$ cat src/rtl/bcd_pkg.sv
// Shared constants and types for the serial binary-to-BCD converter.
// Holds the digit width, the add-3 threshold and the FSM state type.
package bcd_pkg;
  localparam int         DIG_W   = 4;
  localparam logic [3:0] ADD3_TH = 4'd5;

  typedef enum logic [1:0] {
    IDLE,
    SHIFT,
    DONE
  } state_e;
endpackage

$ cat src/rtl/bcd_digit_adj.sv
// One BCD digit's add-3 correction applied before each shift.
// dig_i: raw scratch digit; dig_o: digit + 3 when >= 5, else unchanged.
module bcd_digit_adj
  import bcd_pkg::*;
(
  input  logic [DIG_W-1:0] dig_i,
  output logic [DIG_W-1:0] dig_o
);
  assign dig_o = (dig_i >= ADD3_TH) ? dig_i + 4'd3 : dig_i;
endmodule

$ cat src/rtl/bin_to_bcd_seq.sv
// Iterative double-dabble converter, one bit per clock, MSB first.
// Ports: clk_i, rst_ni, start_i, bin_i in; busy_o, done_o, bcd_o, ovf_o out.
module bin_to_bcd_seq
  import bcd_pkg::*;
#(
  parameter int BIN_W  = 8,
  parameter int DIGITS = 3
) (
  input  logic                  clk_i,
  input  logic                  rst_ni,
  input  logic                  start_i,
  input  logic [BIN_W-1:0]      bin_i,
  output logic                  busy_o,
  output logic                  done_o,
  output logic [4*DIGITS-1:0]   bcd_o,
  output logic                  ovf_o
);
  localparam int BW = DIG_W * DIGITS;
  localparam int CW = $clog2(BIN_W + 1);

  state_e           state_q, state_d;
  logic [BIN_W-1:0] bin_q, bin_d;
  logic [BW-1:0]    scr_q, scr_d;
  logic [BW-1:0]    bcd_q, bcd_d;
  logic [CW-1:0]    cnt_q, cnt_d;
  logic             oacc_q, oacc_d;
  logic             ovf_q, ovf_d;

  logic [BW-1:0]    adj;
  logic [BW-1:0]    shf;
  logic [BW-1:0]    nines;
  logic             last;
  logic             ovf_nxt;

  for (genvar g = 0; g < DIGITS; g++) begin : g_dig
    bcd_digit_adj u_adj (
      .dig_i (scr_q[g*DIG_W +: DIG_W]),
      .dig_o (adj[g*DIG_W +: DIG_W])
    );
    assign nines[g*DIG_W +: DIG_W] = 4'd9;
  end

  // The adjusted top bit falls off the register on the shift;
  // any such bit means the value needs more digits.
  assign shf  = {adj[BW-2:0], bin_q[BIN_W-1]};
  assign last = (cnt_q == CW'(BIN_W - 1));
  assign ovf_nxt = oacc_q | adj[BW-1]
                 | (shf[BW-1 -: DIG_W] > 4'd9);

  always_ff @(posedge clk_i or negedge rst_ni) begin
    if (!rst_ni) begin
      state_q <= IDLE;
      bin_q   <= '0;
      scr_q   <= '0;
      bcd_q   <= '0;
      cnt_q   <= '0;
      oacc_q  <= 1'b0;
      ovf_q   <= 1'b0;
    end else begin
      state_q <= state_d;
      bin_q   <= bin_d;
      scr_q   <= scr_d;
      bcd_q   <= bcd_d;
      cnt_q   <= cnt_d;
      oacc_q  <= oacc_d;
      ovf_q   <= ovf_d;
    end
  end

  always_comb begin
    state_d = state_q;
    bin_d   = bin_q;
    scr_d   = scr_q;
    bcd_d   = bcd_q;
    cnt_d   = cnt_q;
    oacc_d  = oacc_q;
    ovf_d   = ovf_q;
    unique case (state_q)
      IDLE, DONE: begin
        state_d = IDLE;
        if (start_i) begin
          state_d = SHIFT;
          bin_d   = bin_i;
          scr_d   = '0;
          cnt_d   = '0;
          oacc_d  = 1'b0;
        end
      end
      SHIFT: begin
        scr_d  = shf;
        bin_d  = {bin_q[BIN_W-2:0], 1'b0};
        cnt_d  = cnt_q + CW'(1);
        oacc_d = ovf_nxt;
        if (last) begin
          state_d = DONE;
          bcd_d   = ovf_nxt ? nines : shf;
          ovf_d   = ovf_nxt;
        end
      end
      default: state_d = IDLE;
    endcase
  end

  assign busy_o = (state_q == SHIFT);
  assign done_o = (state_q == DONE);
  assign bcd_o  = bcd_q;
  assign ovf_o  = ovf_q;
endmodule

$ cat config.mk
export PLATFORM = sky130hd
export DESIGN_NAME = bin_to_bcd_seq
export DESIGN_NICKNAME = d
export VERILOG_FILES = /design/src/rtl/bcd_pkg.sv /design/src/rtl/bcd_digit_adj.sv /design/src/rtl/bin_to_bcd_seq.sv
export SDC_FILE = /design/constraint.sdc
export NUM_CORES = 1
export LEC_CHECK = 0
export ABC_AREA = 1
export ABC_CLOCK_PERIOD_IN_PS = 1500
export CORE_UTILIZATION = 50
export CTS_BUF_LIST = sky130_fd_sc_hd__clkbuf_8
export DETAILED_ROUTE_END_ITERATION = 12
export PLACE_DENSITY_LB_ADDON = 0.3
export RECOVER_POWER = 100
export SYNTH_ARGS = -nofsm -noshare
export SYNTH_HDL_FRONTEND = slang
export SYNTH_SLANG_ARGS = --single-unit
$ cat constraint.sdc
create_clock -name clk_i -period 1.5 [get_ports clk_i]
set_clock_uncertainty 0.15 [all_clocks]
set_input_delay 0.45 -clock clk_i [delete_from_list [all_inputs] [get_ports clk_i]]
set_output_delay 0.45 -clock clk_i [all_outputs]
set_load 0.01 [all_outputs]
== Word level (Yosys, flattened, before mapping) ==
Cells that the tools add are included.
Storage, ports and cells
  register bits after elaboration: 40
  input port bits: 11
  output and inout bits: 15
Operators by class
  add/sub/neg operators: 4
  magnitude comparators: 4
  eq/ne operators: 5
  mux-type cells: 15
  bitwise gates (word level): 2
  reductions and logical operators: 5
Operators with widths (number)
  2-to-1 mux 12 bit: 2
  one-hot mux 12 bit (2 select lines): 1
  2-to-1 mux 4 bit: 4
  one-hot mux 8 bit (2 select lines): 1
  adder 4 x 2 -> 4 bit (second input constant): 3
  greater-or-equal comparator 4 x 3 -> 1 bit (second input constant): 3
  2-to-1 mux 8 bit: 1
  one-hot mux 4 bit (2 select lines): 1
  adder 4 x 1 -> 4 bit (second input constant): 1
  equality test 4 x 3 -> 1 bit (second input constant): 1
  > comparator 4 bit (second input constant): 1
  one-hot mux 2 bit (2 select lines): 1
  AND reduction 2 bit: 2
  equality test 2 x 1 -> 1 bit (second input constant): 1
  equality test 2 bit (second input constant): 1
  zero test 2 bit: 1
  2-to-1 mux 1 bit: 2
  2-to-1 mux 2 bit: 1
  inequality test 2 x 1 -> 1 bit (second input constant): 1
  inequality test 2 bit (second input constant): 1
  bitwise OR 1 bit: 2
  one-hot mux 1 bit (2 select lines): 1
  nonzero test 2 bit: 1
  OR reduction 2 bit: 1

== Longest topological paths before layout ==
Gate-level depths: netlist of run 1.
  depth in word-level cells: 5
  mapped depth: 12

== Cells and area by module ==
Synthesis of run 1 repeated with hierarchy kept, for this count alone.
Unflattened totals
  cells, all modules: 272
  area total of the unflattened synthesis: 2275.9 µm²
Modules (own cells, without submodules)
  bin_to_bcd_seq: times used 1, cells each 203, area an instance 1870.5 µm²
  bcd_digit_adj: times used 3, cells each 23, area an instance 135.1 µm²

== Worst setup path after synthesis of run 1 ==
Ideal clock, no wire load.
  kind: register to register
  start point: register scr_q[8]
  end point: register bcd_q[4], in the netlist bcd_o[4]
  library setup time: 0.123 ns
  arrival time: 1.335 ns
  path slack: -0.108 ns
  stages on the path, launching flop included: 13
  buffers on the path: 0
  path through: dfrtp_1 -> inv_1 -> ha_1 -> inv_1 -> nand2_1 -> nand3_1 -> nand2_1 -> nand2_2 -> nand2_2 -> nand2_2 -> nand2_4 -> nand2_4 -> nand2_1
Between the ends
  cells in the longest elaborated chain, start to end: 5
  elaborated cells between the ends (all ways): 7
  classes of those cells: 1 x add/sub; 2 x order compare; 2 x mux; 2 x bitwise
RTL lines
  from (decl): RTL line bin_to_bcd_seq.sv:23  | logic [BW-1:0] scr_q, scr_d;
  from (signal assigned): RTL line bin_to_bcd_seq.sv:62  | scr_q <= scr_d;
  adder 4 x 2 -> 4 bit or greater-or-equal comparator 4 x 3 -> 1 bit (tied branches): RTL line bcd_digit_adj.sv:9  | assign dig_o = (dig_i >= ADD3_TH) ? dig_i + 4'd3 : dig_i;
  2-to-1 mux 4 bit (*): RTL line bcd_digit_adj.sv:9
  > comparator 4 bit or bitwise OR 1 bit (tied branches): RTL line bin_to_bcd_seq.sv:48, bin_to_bcd_seq.sv:47
  bitwise OR 1 bit (*): RTL line bin_to_bcd_seq.sv:48  | | (shf[BW-1 -: DIG_W] > 4'd9);
  2-to-1 mux 12 bit (*): RTL line bin_to_bcd_seq.sv:96  | bcd_d = ovf_nxt ? nines : shf;
  to (signal assigned): RTL line bin_to_bcd_seq.sv:55  | bcd_q <= '0;
  to (signal assigned): RTL line bin_to_bcd_seq.sv:63  | bcd_q <= bcd_d;
  to (decl): RTL line bin_to_bcd_seq.sv:24  | logic [BW-1:0] bcd_q, bcd_d;
Mark *: on every way between the ends. The rest lies on a longest branch, timed or not.
A chain may end at the register's enable or synchronous reset.

== Worst setup path after layout of run 1 ==
  start point: register scr_q[9]
  end point: register bcd_q[4], in the netlist bcd_o[4]
Same word-level chain as after synthesis.

==> run summary, run 1 <==
Cells after Synth = 226
P_leak = 1.40 nW
Total power = 7.23 mW
Diode count = 0
Relative slew slack = 53.6%
Filler cell count = 237
Synth cell count leaders = nand2_1, dfrtp_1, inv_1
Synth unique cells = 35
Async S/R FF share, synth = 100%
Post-Route M1 WL = 2350 um
CP Class = reg2reg
Routed wl met2 = 2770 um
# port buffers = 25
Dpl ws = -251 ps
Clock Sinks = 40
Slowest cell on crit path = dfrtp_1
Grt ovf = 0
DRT antenna net count = 0
Cell Count, Final, Fillers Out = 352
TritonCTS buffer count = 5
Yosys top cell by area = dfrtp_1
Die X = 65.5 um
Minimum clock period = 1740 ps
Cell Area, Synth = 0.00202 sq mm
Worst-path maximum fanout = 6
PwrDens = 2470 mW/mm^2
Layout cells sized above 1 = 39.8%
I/O pin count = 26
Pins over their slew limit = 0
Syn nets = 244
Failing checks = setup timing
Vias in the first global route = 1873
Initial antenna violation count = 0
Clock buffer depth = 2
CTS tree = done
GR Util All Layers = 25.9%
CTS root buf = clkbuf_8
Core box area = 0.00377 sq mm
Hold Vio Cnt, Final = 0
Fin nets = 321
WL per Instance = 15.3 um
Worst Setup End Kind = flop
Syn Area/Cell = 8.92 sq um
Ys Warns = 0
Hold depth = 2
Area delta synth->final = 45.4%
Max rail drop VDD = 1.18 mV
Vias per Instance = 5.36
RSZ-0062 raised after global routing = true
Reg2Reg Depth = 11
Placed cells = 329
Setup-failing EPs final = 21
Register area share after synthesis = 49.7%
Rows = 22
Starting Density = 53.5%
WP data arrival = 1780 ps
Drt first pass iters = 4
Critical Path Source Type = flop
Period Utilization, post-route = 116%
DR top layer = met4
Global-route wire length before repair = 8210 um
Sequential Area = 0.00100 sq mm
Hold/Removal Path Class = reg2reg
Top cells by area, synth = dfrtp_1, nand2_1, inv_1, nand3_1, o21ai_0
Prevailing post-synth register cell = dfrtp_1
Vias = 1887
F_max = 0.574 GHz
Setup TNS = -2840 ps
Routed wire length = 5390 um
Max-cap violations = 0
Most common cell in the synthesized netlist = nand2_1
CP Data Required Time = 1540 ps
Met3 WL = 140 um
Worst Tran Pin Value = 695 ps
CP peak stage delay = 390 ps
Largest net degree at the start of global routing = 30
FF+latch count, synth = 40
DRC Markers = 0
H-tree lvl count = 2
Multi-input logic area = 0.00104 sq mm
Dpl hpwl = 3390 um
Result of the run = finished with violations
Post-synth EDFFs = 0
Worst-Skew Late Latency = 300 ps
Final RePlAce weighted congestion = 0.936
Post-synth top area share = 49.7%
Height of the die = 65.5 um
Die footprint = 0.00429 sq mm
Worst-path clk slew = 80 ps
Cell Chain, Critical Path = inv_2, ha_4, inv_2, nand2_4, buf_4, nand2_1, inv_1, nand2_4, nand2_8, nand2_8, nand2_1
First DRT Iteration DRCs = 113
Setup WS post-layout = -241 ps
## placed cells by master, fill, tap and decap left out, drive strengths merged, types with 2 or more instances in the layout
cell type / synthesis / layout
nand4: 2 / 2
o21ai: 23 / 23
buf: 7 / 52
clkdlybuf4s50: 0 / 9
nand2: 53 / 53
o22ai: 6 / 6
clkbuf: 0 / 20
or2: 2 / 2
nand3: 19 / 19
inv: 33 / 34
ha: 7 / 7
a21oi: 8 / 8
o221ai: 6 / 6
nor2: 10 / 10
mux2i: 2 / 2
dfrtp: 40 / 40
## kinds of logic (layout without fill, tap and decap cells)
| group | Yosys count | after routing | share of synthesized area (%) |
|---|---|---|---|
| buffers and inverters | 40 | 118 | 8.88 |
| multiplexers | 2 | 2 | 0.993 |
| adder cells (fa/ha/maj) | 7 | 7 | 4.34 |
| XOR/XNOR | 1 | 1 | 0.435 |
| flip-flops | 40 | 40 | 49.7 |
| AO/OA/AOI/OAI | 49 | 49 | 15.3 |
| AND/OR/NAND/NOR | 87 | 87 | 20.4 |
## worst max-delay path: cells and delay by family, from the launching register on
kind | cells | cell delay, ps
buffers and inverters | 4 | 410
and+or+nand+nor | 6 | 520
adders and majority gates | 1 | 170
DFF | 1 | 390
## repair_timing
action | 4_1_cts | 5_1_grt
gates resized for setup | 86 | 30
hold buffers | 1 | 0
setup endpoints to repair | 33 | 40
endpoints found under the hold margin | 11 | 0
gates cloned | 0 | 1
setup buffers | 8 | 6
pin swaps | 10 | 14
## layout make-up
type | instances | share of cell area, %
clock buffer | 5 | 2.35
clock inverter | 3 | 1.32
inverter | 33 | 4.31
multi-input combinational | 146 | 35.4
sequential | 40 | 34.2
tap | 48 | 2.05
timing repair buffer | 77 | 20.4
## state kept, by name, indices dropped and copies added (netlist names)
| register | count |
|---|---|
| bin_q | 8 |
| oacc_q | 1 |
| ovf_o | 1 |
| cnt_q | 4 |
| state_q | 2 |
| scr_q | 12 |
| bcd_o | 12 |
## report_power, final
group | leakage (nW) | internal [mW] | switching [mW]
Combinational | 0.861 | 2.09 | 2.37
Clock | 0.0593 | 0.487 | 0.396
Sequential | 0.484 | 1.55 | 0.332
## worst paths after layout
check	start	end	slack (ps)
min	bcd_o[10]	bcd_o[10]	360
min reg2reg	bcd_o[10]	bcd_o[10]	360
max in group asynchronous	rst_ni	scr_q[8]	30
max reg2reg	scr_q[9]	bcd_o[4]	-240
min in group asynchronous	rst_ni	cnt_q[3]	570
max	scr_q[9]	bcd_o[4]	-240
## stage by stage
step	hold WS, ps	instance area [sq um]	utilization, %
finish	359	2930	77.7
CTS	335	2800	74.3
global route	376	2930	77.7
floorplan	4.41	2050	-
detailed placement	196	2600	69.0
global placement	207	2600	69.0
## layer usage
layer	track usage [%]	up-vias
met3	3.65	13
li1	-	910
met4	13.9	0
met1	31.9	930
met5	0	-
met2	43.7	34
No activity file was read; power rests on OpenSTA's default activity.
==> inputs of run 2 (changes only) <==
--- a/config.mk
+++ b/config.mk
@@ -6,12 +6,12 @@
 export NUM_CORES = 1
 export LEC_CHECK = 0
 export ABC_AREA = 1
-export ABC_CLOCK_PERIOD_IN_PS = 1500
+export ABC_CLOCK_PERIOD_IN_PS = 1820
 export CORE_UTILIZATION = 50
 export CTS_BUF_LIST = sky130_fd_sc_hd__clkbuf_8
 export DETAILED_ROUTE_END_ITERATION = 12
 export PLACE_DENSITY_LB_ADDON = 0.3
-export RECOVER_POWER = 100
+export RECOVER_POWER = 25
 export SYNTH_ARGS = -nofsm -noshare
 export SYNTH_HDL_FRONTEND = slang
 export SYNTH_SLANG_ARGS = --single-unit
==> constraint.sdc (replaced) <==
create_clock -name clk_i -period 1.82 [get_ports clk_i]
set_clock_uncertainty 0.15 [all_clocks]
set_input_delay 0.546 -clock clk_i [delete_from_list [all_inputs] [get_ports clk_i]]
set_output_delay 0.546 -clock clk_i [all_outputs]
set_load 0.01 [all_outputs]
==> run 2 against run 1 <==
  * Setup slack better by 280 ps
  * Register-to-register slack gained 280 ps
  * Largest cell class is now flip-flops and latches
  * Worst hold slack got worse by 29 ps
  * Total power shrank 31%
  * Fmax shrank 2.2%
  * The run now ends clean
==> run summary, run 2 (synthesis gave the netlist of run 1 again) <==
Result of the run = finished clean (was finished with violations)
Drt first pass iters = 4 (unchanged)
Die footprint = 0.00429 sq mm (unchanged)
Reg2Reg Depth = 11 (unchanged)
Height of the die = 65.5 um (unchanged)
Most frequent cells in the layout = dfrtp_1, nand2_1, inv_1 (was buf_4, dfrtp_1, nand2_1)
Period Utilization, post-route = 97.9% (was 116%)
CP Class = reg2reg (unchanged)
Vias per Instance = 5.42 (was 5.36)
CTS Hold Buffers Added = 0 (was 1)
Routed wire length = 4480 um (was 5390 um)
Worst Tran Pin Value = 977 ps (was 695 ps)
Rows = 22 (unchanged)
Largest net degree at the start of global routing = 41 (was 30)
Final RePlAce weighted congestion = 0.888 (was 0.936)
DRC Markers = 0 (unchanged)
Slowest cell on crit path = dfrtp_1 (unchanged)
Relative slew slack = 34.9% (was 53.6%)
Initial antenna violation count = 0 (unchanged)
Vias in the first global route = 1633 (was 1873)
# port buffers = 25 (unchanged)
Hold Vio Cnt, Final = 0 (unchanged)
Diode count = 0 (unchanged)
Critical path launch point = scr_q[9] (unchanged)
Core Util, Final = 68.1% (was 77.7%)
F_max = 0.561 GHz (was 0.574 GHz)
Worst Setup End Kind = flop (unchanged)
Critical Path Source Type = flop (unchanged)
Filler cell count = 286 (was 237)
Max-cap violations = 0 (unchanged)
Pins over their slew limit = 0 (unchanged)
CP Data Required Time = 1860 ps (was 1540 ps)
Most common cell after layout, fill and taps aside = dfrtp_1 (was buf_4)
Setup TNS = 0 ps (was -2840 ps)
CP peak stage delay = 400 ps (was 390 ps)
Vias = 1701 (was 1887)
Grt ovf = 0 (unchanged)
Die X = 65.5 um (unchanged)
Clock Sinks = 40 (unchanged)
Total power = 4.95 mW (was 7.23 mW)
Worst-path maximum fanout = 6 (unchanged)
Cell family with most CP delay = simple AND/OR/NAND/NOR gates (unchanged)
Most frequent CP cell = nand2_2
H-tree lvl count = 2 (unchanged)
Area delta synth->final = 27.4% (was 45.4%)
Crit path depth = 11 (unchanged)
CTS root buf = clkbuf_8 (unchanged)
Critical path buffer and inverter count = 2 (was 4)
TritonCTS buffer count = 5 (unchanged)
P_leak = 1.25 nW (was 1.40 nW)
First DRT Iteration DRCs = 124 (was 113)
Core box area = 0.00377 sq mm (unchanged)
Cell area after layout = 0.00257 sq mm (was 0.00293 sq mm)
Worst-path clk slew = 80 ps (about the same)
Layout cells sized above 1 = 24.1% (was 39.8%)
Starting Density = 53.5% (unchanged)
Cell Chain, Critical Path = inv_2, ha_4, inv_4, nand2_4, nand4_1, nand2_2, nand2_2, nand2_4, nand2_8, nand2_8, nand2_2 (was inv_2, ha_4, inv_2, nand2_4, buf_4, nand2_1, inv_1, nand2_4, nand2_8, nand2_8, nand2_1)
Dpl hpwl = 3060 um (was 3390 um)
RSZ-0062 raised after global routing = true (unchanged)
Max rail drop VDD = 1.26 mV (was 1.18 mV)
Fin nets = 283 (was 321)
Global-route wire length before repair = 7530 um (was 8210 um)
Cell Count, Final, Fillers Out = 314 (was 352)
WL per Instance = 14.3 um (was 15.3 um)
I/O pin count = 26 (unchanged)
Clock buffer depth = 2 (unchanged)
Setup-failing EPs final = 0 (was 21)
Placed cells = 301 (was 329)
Placed inst area = 0.00236 sq mm (was 0.00260 sq mm)
WP data arrival = 1820 ps (was 1780 ps)
CTS tree = done (unchanged)
DRT antenna net count = 0 (unchanged)
Worst-Skew Late Latency = 290 ps (was 300 ps)
GR Util All Layers = 23.3% (was 25.9%)
Minimum clock period = 1780 ps (was 1740 ps)
R2r startpoint = scr_q[9] (unchanged)
Hold/Removal Path Class = in2async (was reg2reg)
PwrDens = 1930 mW/mm^2 (was 2470 mW/mm^2)
## run 2: cell types whose count changed in the layout (fill, tap and decap cells not counted), sizes merged
cell | previous run | this run
buf | 52 | 14
clkbuf | 20 | 7
dlygate4sd2 | 0 | 13
clkdlybuf4s15 | 0 | 1
dlygate4sd3 | 1 | 0
## run 2: path summary, 6_finish.rpt
path,to,slack [ps]
worst max register to register,ovf_o,40
min in group clk_i,bcd_o[10],330
worst max-delay path,ovf_o,40
worst min register to register,bcd_o[10],330
max in group asynchronous,bcd_o[1],580
worst min-delay path,cnt_q[3],330
## run 2: what timing repair did
action                                  in CTS  in global routing
endpoints found under the setup margin      21                 17
endpoints found under the hold margin        0                  0
resized for setup                           17                 33
pin swaps                                    0                 11
buffers inserted                             1                  4
## run 2: area by class of cell
class	instances	area (sq um)	share of cell area, %
timing repair buffer	39	343	13.4
clock inverter	3	38.8	1.51
tap	48	60.1	2.34
clock buffer	5	68.8	2.68
sequential	40	1000	39.0
multi-input combinational	146	927	36.1
inverter	33	129	5.02
## run 2: worst register-to-register path, cell delays in order (launching register included)
cell and delay, ps:
dfrtp_1 400, inv_2 130, ha_4 170, inv_4 40, nand2_4 70, nand4_1 150, nand2_2 120, nand2_2 80
nand2_4 110, nand2_8 90, nand2_8 120, nand2_2 60
## run 2: stage by stage
stage | hold WS (ps) | worst slack, ps
global route | 352 | -44.9
finish | 331 | 39.0
global placement | 316 | 15.7
detailed placement | 319 | -23.6
CTS | 68.0 | -5.45
floorplan | 100 | 212
## run 2: metal layers
metal / global-route usage (%) / up-vias / share of wire [%]
met3: 4.86 / 8 / 3.8
met1: 31.7 / 832 / 45
met5: 0 / - / 0
met2: 37.8 / 33 / 50
met4: 6.25 / 0 / 1.4
li1: - / 828 / -
## run 2: power breakdown
part	total [mW]	switching [mW]	internal (mW)
clock network	0.707	0.305	0.401
registers	1.54	0.260	1.28
logic	2.70	1.61	1.10
==> inputs of run 3 (changes only) <==
--- a/config.mk
+++ b/config.mk
@@ -7,10 +7,11 @@
 export LEC_CHECK = 0
 export ABC_AREA = 1
 export ABC_CLOCK_PERIOD_IN_PS = 1820
+export CORE_ASPECT_RATIO = 1.75
 export CORE_UTILIZATION = 50
 export CTS_BUF_LIST = sky130_fd_sc_hd__clkbuf_8
 export DETAILED_ROUTE_END_ITERATION = 12
-export PLACE_DENSITY_LB_ADDON = 0.3
+export PLACE_DENSITY_LB_ADDON = 0.1
 export RECOVER_POWER = 25
 export SYNTH_ARGS = -nofsm -noshare
 export SYNTH_HDL_FRONTEND = slang
==> run 3 against run 2 <==
  * Clock power is 9.2% lower
  * Via count is 3.4% lower
  * Sequential share of layout area is 0.52 points higher
  * Setup slack better by 1.1 ps
  * Critical path depth stayed put
  * Total power is 4.2% lower
  * Fmax hardly changed
  * Global-route usage is 1.1 points lower
  * Sequential power hardly changed
  * Critical endpoint is now bcd_o[4]
  * Highest routed layer unchanged
==> run summary, run 3 (synthesis gave the netlist of run 1 again) <==
Result of the run = finished clean (unchanged)
WL per Instance = 13.5 um (was 14.3 um)
Most frequent cells in the layout = nand2_1, dfrtp_1, inv_1 (was dfrtp_1, nand2_1, inv_1)
Worst-path clk slew = 70 ps (was 80 ps)
Hold Vio Cnt, Final = 0 (unchanged)
Core box area = 0.00387 sq mm (was 0.00377 sq mm)
DRC Markers = 0 (unchanged)
Clock Sinks = 40 (unchanged)
Fin nets = 286 (was 283)
R2r startpoint = scr_q[9] (unchanged)
Critical path buffer and inverter count = 1 (was 2)
Initial antenna violation count = 0 (unchanged)
Routed wire length = 4250 um (was 4480 um)
Minimum clock period = 1780 ps (about the same)
Period Utilization, post-route = 97.8% (was 97.9%)
CP Class = reg2reg (unchanged)
Hold_sp = ovf_o
Pins over their slew limit = 0 (unchanged)
CP peak stage delay = 400 ps (about the same)
PwrDens = 1870 mW/mm^2 (was 1930 mW/mm^2)
Height of the die = 86.0 um (was 65.5 um)
Hold Path End = ovf_o
Cell family with most CP delay = simple AND/OR/NAND/NOR gates (unchanged)
Placed inst area = 0.00238 sq mm (was 0.00236 sq mm)
Worst Setup End Kind = flop (unchanged)
Dpl hpwl = 3010 um (was 3060 um)
Hold depth = 2
RR Endpoint = bcd_o[4] (was ovf_o)
GR Util All Layers = 22.3% (was 23.3%)
Critical path launch point = scr_q[9] (unchanged)
Drt first pass iters = 4 (unchanged)
Core Util, Final = 65.5% (was 68.1%)
DRT antenna net count = 0 (unchanged)
Die X = 50.0 um (was 65.5 um)
Critical Path Source Type = flop (unchanged)
Max-cap violations = 0 (unchanged)
Vias per Instance = 5.20 (was 5.42)
Diode count = 0 (unchanged)
WP data arrival = 1810 ps (was 1820 ps)
Setup TNS = 0 ps (unchanged)
Area delta synth->final = 25.7% (was 27.4%)
Layout cells sized above 1 = 20.9% (was 24.1%)
Cell Chain, Critical Path = inv_2, ha_1, nand2_1, nand3_2, nand2_1, nand2_2, nand2_2, nand2_4, nand2_8, nand2_8, nand2_1 (was inv_2, ha_4, inv_4, nand2_4, nand4_1, nand2_2, nand2_2, nand2_4, nand2_8, nand2_8, nand2_2)
I/O pin count = 26 (unchanged)
P_leak = 1.25 nW (about the same)
Most common cell after layout, fill and taps aside = nand2_1 (was dfrtp_1)
Die footprint = 0.00430 sq mm (was 0.00429 sq mm)
Global-route wire length before repair = 7200 um (was 7530 um)
Clock buffer depth = 2 (unchanged)
R2R setup slack = 40 ps (about the same)
CP Data Required Time = 1850 ps (was 1860 ps)
Worst-path maximum fanout = 6 (unchanged)
Vias = 1644 (was 1701)
Relative slew slack = 34.4% (was 34.9%)
Cell area after layout = 0.00253 sq mm (was 0.00257 sq mm)
TritonCTS buffer count = 5 (unchanged)
Max rail drop VDD = 0.927 mV (was 1.26 mV)
Hold/Removal Path Class = reg2reg (was in2async)
Setup-failing EPs final = 0 (unchanged)
CTS tree = done (unchanged)
Reg2Reg Depth = 11 (unchanged)
H-tree lvl count = 2 (unchanged)
First DRT Iteration DRCs = 20 (was 124)
Most frequent CP cell = nand2_1 (was nand2_2)
F_max = 0.562 GHz (was 0.561 GHz)
Grt ovf = 0 (unchanged)
Slowest cell on crit path = dfrtp_1 (unchanged)
Starting Density = 52.1% (was 53.5%)
Vias in the first global route = 1676 (was 1633)
Filler cell count = 341 (was 286)
Largest net degree at the start of global routing = 41 (unchanged)
# port buffers = 25 (unchanged)
Worst-Skew Late Latency = 290 ps (about the same)
Final RePlAce weighted congestion = 0.819 (was 0.888)
CTS root buf = clkbuf_8 (unchanged)
Worst Tran Pin Value = 984 ps (was 977 ps)
Rows = 30 (was 22)
[run 3: final cells by class]
class / instances / area (sq um) / area share [%]
clock buffer: 7 / 96.3 / 3.80
inverter: 33 / 129 / 5.09
multi-input combinational: 146 / 891 / 35.2
sequential: 40 / 1000 / 39.5
tap: 48 / 60.1 / 2.37
timing repair buffer: 42 / 357 / 14.1
[run 3: per-stage QoR]
stage	hold slack (ps)	setup slack, ps	total power [mW]	std cells
6_report	326	40.1	4.74	316
5_1_grt	346	-69.3	5.15	316
4_1_cts	71.0	7.69	4.54	313
3_5_place_dp	317	-19.1	3.94	304
3_3_place_gp	315	5.70	3.88	304
2_1_floorplan	100	212	3.10	226
[run 3: power breakdown]
part	total (mW)	leakage (nW)	switching (mW)	internal [mW]
combinational	2.57	0.712	1.51	1.05
clock	0.642	0.0503	0.304	0.338
sequential	1.54	0.486	0.257	1.28
total	4.74	1.25	2.07	2.67
[run 3: layer usage]
layer	vias up	global-route usage [%]	share of wire [%]
li1	832	-	-
met1	764	26.4	42
met2	35	36.7	52
met3	13	3.55	2.6
met4	0	14.0	3.5
met5	-	0	0
[run 3: timing repair]
item,CTS,global route
pin swaps,1,4
endpoints found under the hold margin,0,0
setup endpoints to repair,20,16
hold buffers,0,0
gates resized for setup,18,18
buffers inserted,2,3
[run 3: how the worst max path moves through the flow]
| stage | end | depth (start not counted) | slack (ps) |
|---|---|---|---|
| finish | bcd_o[4] | 11 | 40 |
| global route | bcd_o[0] | 11 | -70 |
| CTS | bcd_o[4] | 12 | 8 |
| detailed placement | bcd_o[0] | 11 | -20 |
| global placement | bcd_o[4] | 11 | 6 |
| floorplan | bcd_o[4] | 12 | 210 |
[run 3: tightest hold or removal path, stage by stage, from the launching register on]
cell	delay, ps
dfrtp_1	340
nand2_1	50
nand2_1	50
